File: src/rtl/icache_refill_ctrl.sv
// I-cache refill sequencer: latches a miss, issues one line request, assembles the response
// beats into a full line and writes it to the array in one cycle; flushes drain without a fill.
module icache_refill_ctrl #(
  parameter int unsigned ADDR_LEN = 64,
  parameter int unsigned LINE_LEN = 1024,
  parameter int unsigned BEAT_LEN = 64
) (
  input  logic                clk_i,
  input  logic                rst_i,
  input  logic                flush_i,
  input  logic                miss_i,
  input  logic [ADDR_LEN-1:0] miss_addr_i,
  output logic                busy_o,
  output logic                mem_req_valid_o,
  input  logic                mem_req_ready_i,
  output logic [ADDR_LEN-1:0] mem_req_addr_o,
  input  logic                mem_rsp_valid_i,
  input  logic [BEAT_LEN-1:0] mem_rsp_data_i,
  output logic                mem_rsp_ready_o,
  output logic                fill_valid_o,
  output logic [ADDR_LEN-1:0] fill_addr_o,
  output logic [LINE_LEN-1:0] fill_line_o
);

  localparam int unsigned BEATS    = LINE_LEN / BEAT_LEN;
  localparam int unsigned LINE_OFF = $clog2(LINE_LEN / 8);
  localparam int unsigned CNT_W    = (BEATS > 1) ? $clog2(BEATS) : 1;

  typedef enum logic [2:0] {StIdle, StReq, StRecv, StWrite, StDrain} state_e;

  state_e              r_state, w_state_nxt;
  logic [CNT_W-1:0]    r_cnt, w_cnt_nxt;
  logic [ADDR_LEN-1:0] r_addr, w_addr_nxt;
  logic                r_abort, w_abort_nxt;
  logic [LINE_LEN-1:0] r_line;
  logic                w_line_we;
  logic                w_last;

  assign w_last         = (r_cnt == CNT_W'(BEATS - 1));
  assign mem_req_addr_o = r_addr;
  assign fill_addr_o    = r_addr;
  assign fill_line_o    = r_line;

  always_comb begin
    w_state_nxt     = r_state;
    w_cnt_nxt       = r_cnt;
    w_addr_nxt      = r_addr;
    w_abort_nxt     = r_abort;
    w_line_we       = 1'b0;
    busy_o          = (r_state != StIdle);
    mem_req_valid_o = 1'b0;
    mem_rsp_ready_o = 1'b0;
    fill_valid_o    = 1'b0;
    unique case (r_state)
      StIdle: begin
        if (miss_i && !flush_i) begin
          w_addr_nxt  = {miss_addr_i[ADDR_LEN-1:LINE_OFF], {LINE_OFF{1'b0}}};
          w_abort_nxt = 1'b0;
          w_state_nxt = StReq;
        end
      end
      StReq: begin
        // The request stays up even when flushed; the abort is remembered for the drain.
        mem_req_valid_o = 1'b1;
        if (flush_i) w_abort_nxt = 1'b1;
        if (mem_req_ready_i) begin
          w_cnt_nxt   = '0;
          w_state_nxt = (flush_i || r_abort) ? StDrain : StRecv;
        end
      end
      StRecv: begin
        mem_rsp_ready_o = 1'b1;
        if (mem_rsp_valid_i) begin
          w_line_we = 1'b1;
          w_cnt_nxt = r_cnt + 1'b1;
          if (w_last) begin
            w_state_nxt = flush_i ? StIdle : StWrite;
          end else if (flush_i) begin
            w_state_nxt = StDrain;
          end
        end else if (flush_i) begin
          w_state_nxt = StDrain;
        end
      end
      StWrite: begin
        fill_valid_o = 1'b1;
        w_state_nxt  = StIdle;
      end
      StDrain: begin
        mem_rsp_ready_o = 1'b1;
        if (mem_rsp_valid_i) begin
          w_cnt_nxt = r_cnt + 1'b1;
          if (w_last) w_state_nxt = StIdle;
        end
      end
      default: w_state_nxt = StIdle;
    endcase
  end

  always_ff @(posedge clk_i) begin
    if (rst_i) begin
      r_state <= StIdle;
      r_cnt   <= '0;
      r_addr  <= '0;
      r_abort <= 1'b0;
      r_line  <= '0;
    end else begin
      r_state <= w_state_nxt;
      r_cnt   <= w_cnt_nxt;
      r_addr  <= w_addr_nxt;
      r_abort <= w_abort_nxt;
      if (w_line_we) r_line[BEAT_LEN*r_cnt +: BEAT_LEN] <= mem_rsp_data_i;
    end
  end

endmodule

File: config.mk
export PLATFORM = sky130hd
export DESIGN_NAME = icache_refill_ctrl
export DESIGN_NICKNAME = d
export VERILOG_FILES = /design/src/rtl/icache_refill_ctrl.sv
export SDC_FILE = /design/constraint.sdc
export NUM_CORES = 2
export LEC_CHECK = 0
export CAP_MARGIN = 15
export CORE_AREA = 5 5 495 497
export CTS_BUF_LIST = sky130_fd_sc_hd__clkbuf_4 sky130_fd_sc_hd__clkbuf_8
export CTS_CLUSTER_DIAMETER = 200
export DETAILED_ROUTE_END_ITERATION = 10
export DIE_AREA = 0 0 500 502
export GPL_ROUTABILITY_DRIVEN = 0
export GPL_TIMING_DRIVEN = 0
export PLACE_DENSITY_LB_ADDON = 0.05
export SLEW_MARGIN = 25
export SYNTH_ARGS = -nofsm -noshare
export SYNTH_HDL_FRONTEND = slang
export SYNTH_SLANG_ARGS = --single-unit
File: constraint.sdc
create_clock -name clk_i -period 2.8 [get_ports clk_i]
set_clock_uncertainty 0.1 [all_clocks]
set_input_delay 0.42 -clock clk_i [delete_from_list [all_inputs] [get_ports clk_i]]
set_output_delay 0.42 -clock clk_i [all_outputs]
set_load 0.005 [all_outputs]
==> metrics.log <==
[metrics] total clock buffers created by CTS: 220
[metrics] via count normalized by instance count: 4.63
[metrics] final worst-path cycle share: 98.6%
[metrics] standard-cell row count: 180
[metrics] Critical Path Fanout Max: 10
[metrics] fraction of registers with async set or reset after synthesis: 0%
[metrics] Warnings, synthesis: 0
[metrics] CTS Buffer Depth: 3
[metrics] Crit. End Element: flip-flop
[metrics] number of pins exceeding their max-slew limit in the final report: 0
[metrics] clock latency on the worst-skew pair: 0.94 ns
[metrics] worst slew margin relative to its limit: 26.3%
[metrics] reported leakage power: 22.6 nW
[metrics] crit path DAT: 3.54 ns
[metrics] number of H-tree levels: 4
[metrics] outcome: completed
[metrics] Root Buffer: clkbuf_8
[metrics] share of post-route cells with drive strength above 1: 14.5%
[metrics] total chip power: 36.3 mW
[metrics] wire length of the first global-routing pass: 430000 um
[metrics] Worst R2R Setup Slack: 0.05 ns
[metrics] HPWL after DPL: 254000 um
[metrics] Critical Setup Path Class: input pin to flip-flop
[metrics] leading cell types by count after synthesis: dfxtp_1 (1089), o21ai_0 (719), nand4_1 (716)
[metrics] Worst R2R End: fill_line_o[928]$_SDFFE_PP0P_
[metrics] num ports: 1290
[metrics] chain of cells forming the critical path: dlygate4sd3_1, clkdlybuf4s50_1, nor2_1, and3_1, clkbuf_1, clkbuf_1, clkbuf_2, nand2_1, a21oi_1
[metrics] max_cap viols: 0
[metrics] post-synthesis cell count: 5110
[metrics] Worst path slowest cell: dlygate4sd3_1
[metrics] clock net sink count: 1089
[metrics] most frequent CP cell: clkbuf_1
[metrics] main flop type after synthesis: dfxtp_1
[metrics] DRC violation count after routing: 0
[metrics] count of routing violations after the opening detailed-route iteration: 3328
[metrics] TritonCTS clock tree: done
[metrics] number of flops mapped to enable cells by yosys: 0
[metrics] Finished Layout Cells: 10100
[metrics] PwrDens: 533 nW/um2
[metrics] global route total overflow: 0
[metrics] horizontal die dimension: 500 um
[metrics] via count of the first global-routing pass: 46900
[metrics] type of element launching the critical path: input pin
[metrics] maximum number of pins on one net before global-route repair: 18
[metrics] critical path startpoint: flush_i
[metrics] most instantiated library cell after synthesis: dfxtp_1
[metrics] Min-Delay Path Class: input pin to flip-flop
[metrics] part of the Yosys area used for sequential elements: 50.5%
[metrics] setup total negative slack: 0 ns
[metrics] largest cells by area after synthesis: dfxtp_1 (50%), nand4_1 (10%), o21ai_0 (8.3%)
[metrics] gr usage total: 24.9%
[metrics] post-synthesis sequential element count: 1089
[metrics] fraction of post-synthesis cell area in the top cell type by area: 50.5%
[metrics] average routed wire per standard cell: 32.4 um
[metrics] count of different cell masters after synthesis: 54
[metrics] RSZ-0062 raised after global routing: yes
[metrics] area added between synthesis and finish: 57.9%
[metrics] length of the first detailed-routing pass in iterations: 7
[metrics] worst flop-to-flop path startpoint: r_cnt[0]$_SDFFE_PP0P_
[metrics] placed cell count: 9623
[metrics] Tmin final: 2.76 ns
[metrics] synthesized area per cell: 8.45 um2
[metrics] actual slew at the worst max-slew pin: 1.10 ns
[metrics] number of nets at the end of the flow: 6904
[metrics] upper clock frequency limit: 362 MHz
[metrics] Antenna Nets Post-Route: 0
[metrics] initial core utilization: 18.0%
[metrics] IR drop worst, VDD: 0.000388 V
[metrics] wire length after detailed routing: 328000 um
[metrics] capturing instance or port of the critical path: fill_addr_o[37]$_SDFFE_PP0P_
[metrics] dominant cell type by area after synthesis: dfxtp_1
[metrics] maximum cell stage delay along the critical path: 0.58 ns
[metrics] number of cells on the worst reg-to-reg path: 11
[metrics] Die H: 502 um
[metrics] total count of hold-check failures in the final report: 0
[metrics] number of antenna violations at the first check in global routing: 54
[metrics] combined area of all synthesized cells: 43200 um2
[metrics] Finish-stage setup viols: 0
[metrics] endpoint required time on the critical path: 3.58 ns
[metrics] filler instances: 26100
[metrics] Port Buf Inserts: 1267
[metrics] Core Region: 240000 um2
[metrics] pre-CTS setup slack: -1.45 ns
[metrics] detailed-route via count: 46900
[metrics] post-route worst setup slack: 0.0404 ns
[metrics] DIE AREA: 251000 um2
[metrics] clock transition at the registers of the reported paths: 0.06 ns
## metrics by stage
step	hold slack [ns]	util [%]	instance area [um2]
after floorplan	0.348	-	43200
after global placement	0.339	25.0	59900
after detailed placement	0.343	25.4	60900
after CTS	0.0113	28.3	67800
after global routing	0.0873	28.4	68100
final	0.161	28.4	68200
## state kept, by name (all words and copies together) (netlist names)
signal,flops
fill_line_o,1024
r_abort,1
r_state,3
r_cnt,4
fill_addr_o,57
## worst min-delay path by stage
stage	from	to	slack (ns)	cells past startpoint
after CTS	miss_addr_i[16]	fill_addr_o[16]$_SDFFE_PP0P_	0.01	3
after detailed placement	fill_line_o[375]$_SDFFE_PP0P_	fill_line_o[375]$_SDFFE_PP0P_	0.34	2
after global placement	fill_line_o[980]$_SDFFE_PP0P_	fill_line_o[980]$_SDFFE_PP0P_	0.34	2
final	rst_i	fill_line_o[448]$_SDFFE_PP0P_	0.16	5
after global routing	miss_addr_i[16]	fill_addr_o[16]$_SDFFE_PP0P_	0.09	3
after floorplan	fill_line_o[340]$_SDFFE_PP0P_	fill_line_o[340]$_SDFFE_PP0P_	0.35	2
## layer usage
layer | vias up | GRT usage (%) | wire, um | part of all wire (%)
met2 | 1775 | 42.0 | 156000 | 48
met4 | 8 | 7.52 | 10400 | 3.2
met5 | - | 0 | 48 | 0.015
met1 | 23200 | 29.5 | 132000 | 40
li1 | 21600 | - | - | -
met3 | 357 | 9.02 | 29600 | 9.0
## layout by cell type (no fill, tap or decap), drive strengths merged, types with 14 or more instances in the layout
master	count
clkdlybuf4s50	1251
nand3b	62
nand4	716
clkbuf	893
dfxtp	1089
o31ai	22
nor2	17
clkinv	14
inv	15
o21ai	747
dlygate4sd3	59
buf	263
conb	14
a22o	61
a21oi	580
nand3	137
nor2b	67
nand2	433
nand2b	392
## cell families (layout without fill, tap and decap cells)
logic type | Yosys count | count (layout) | share of synthesized area (%)
buf+inv | 711 | 2517 | 7.09
compound gates | 1423 | 1423 | 17.5
simple gates | 1876 | 1876 | 24.7
xor+xnor | 5 | 5 | 0.119
other cells | 1 | 25 | 0.00869
mux | 2 | 2 | 0.0464
fa+ha+maj | 3 | 3 | 0.0869
flops | 1089 | 1089 | 50.5
## cell type report
class	instances	area [um2]	share of cell area [%]
antenna	11	27.5	0.0404
buffer	693	3960	5.81
clock buffer	356	4390	6.44
clock inverter	28	308	0.452
inverter	5	21.3	0.0312
multi-input combinational	3323	18800	27.6
sequential	1089	21800	32.0
tap	3185	3990	5.85
timing repair buffer	1435	14800	21.8
## worst max-delay path, delay by kind of cell
family / cells / cell delay [ns]
buf+inv: 5 / 2.17
simple gates: 3 / 0.81
compound gates: 1 / 0.13
## power by group
part           switching (mW)  internal (mW)
logic                    1.74          0.815
registers              0.0513           15.5
clock network            8.09           10.1
total                    9.88           26.4
## repair_timing
item / CTS / global route
hold buffers: 59 / 0
gates cloned: 3 / 3
pin swaps: 29 / 4
setup buffers: 51 / 5
endpoints found under the setup margin: 1044 / 889
resized for setup: 398 / 143
hold endpoints to repair: 59 / 0
No activity file was read; power rests on OpenSTA's default activity.
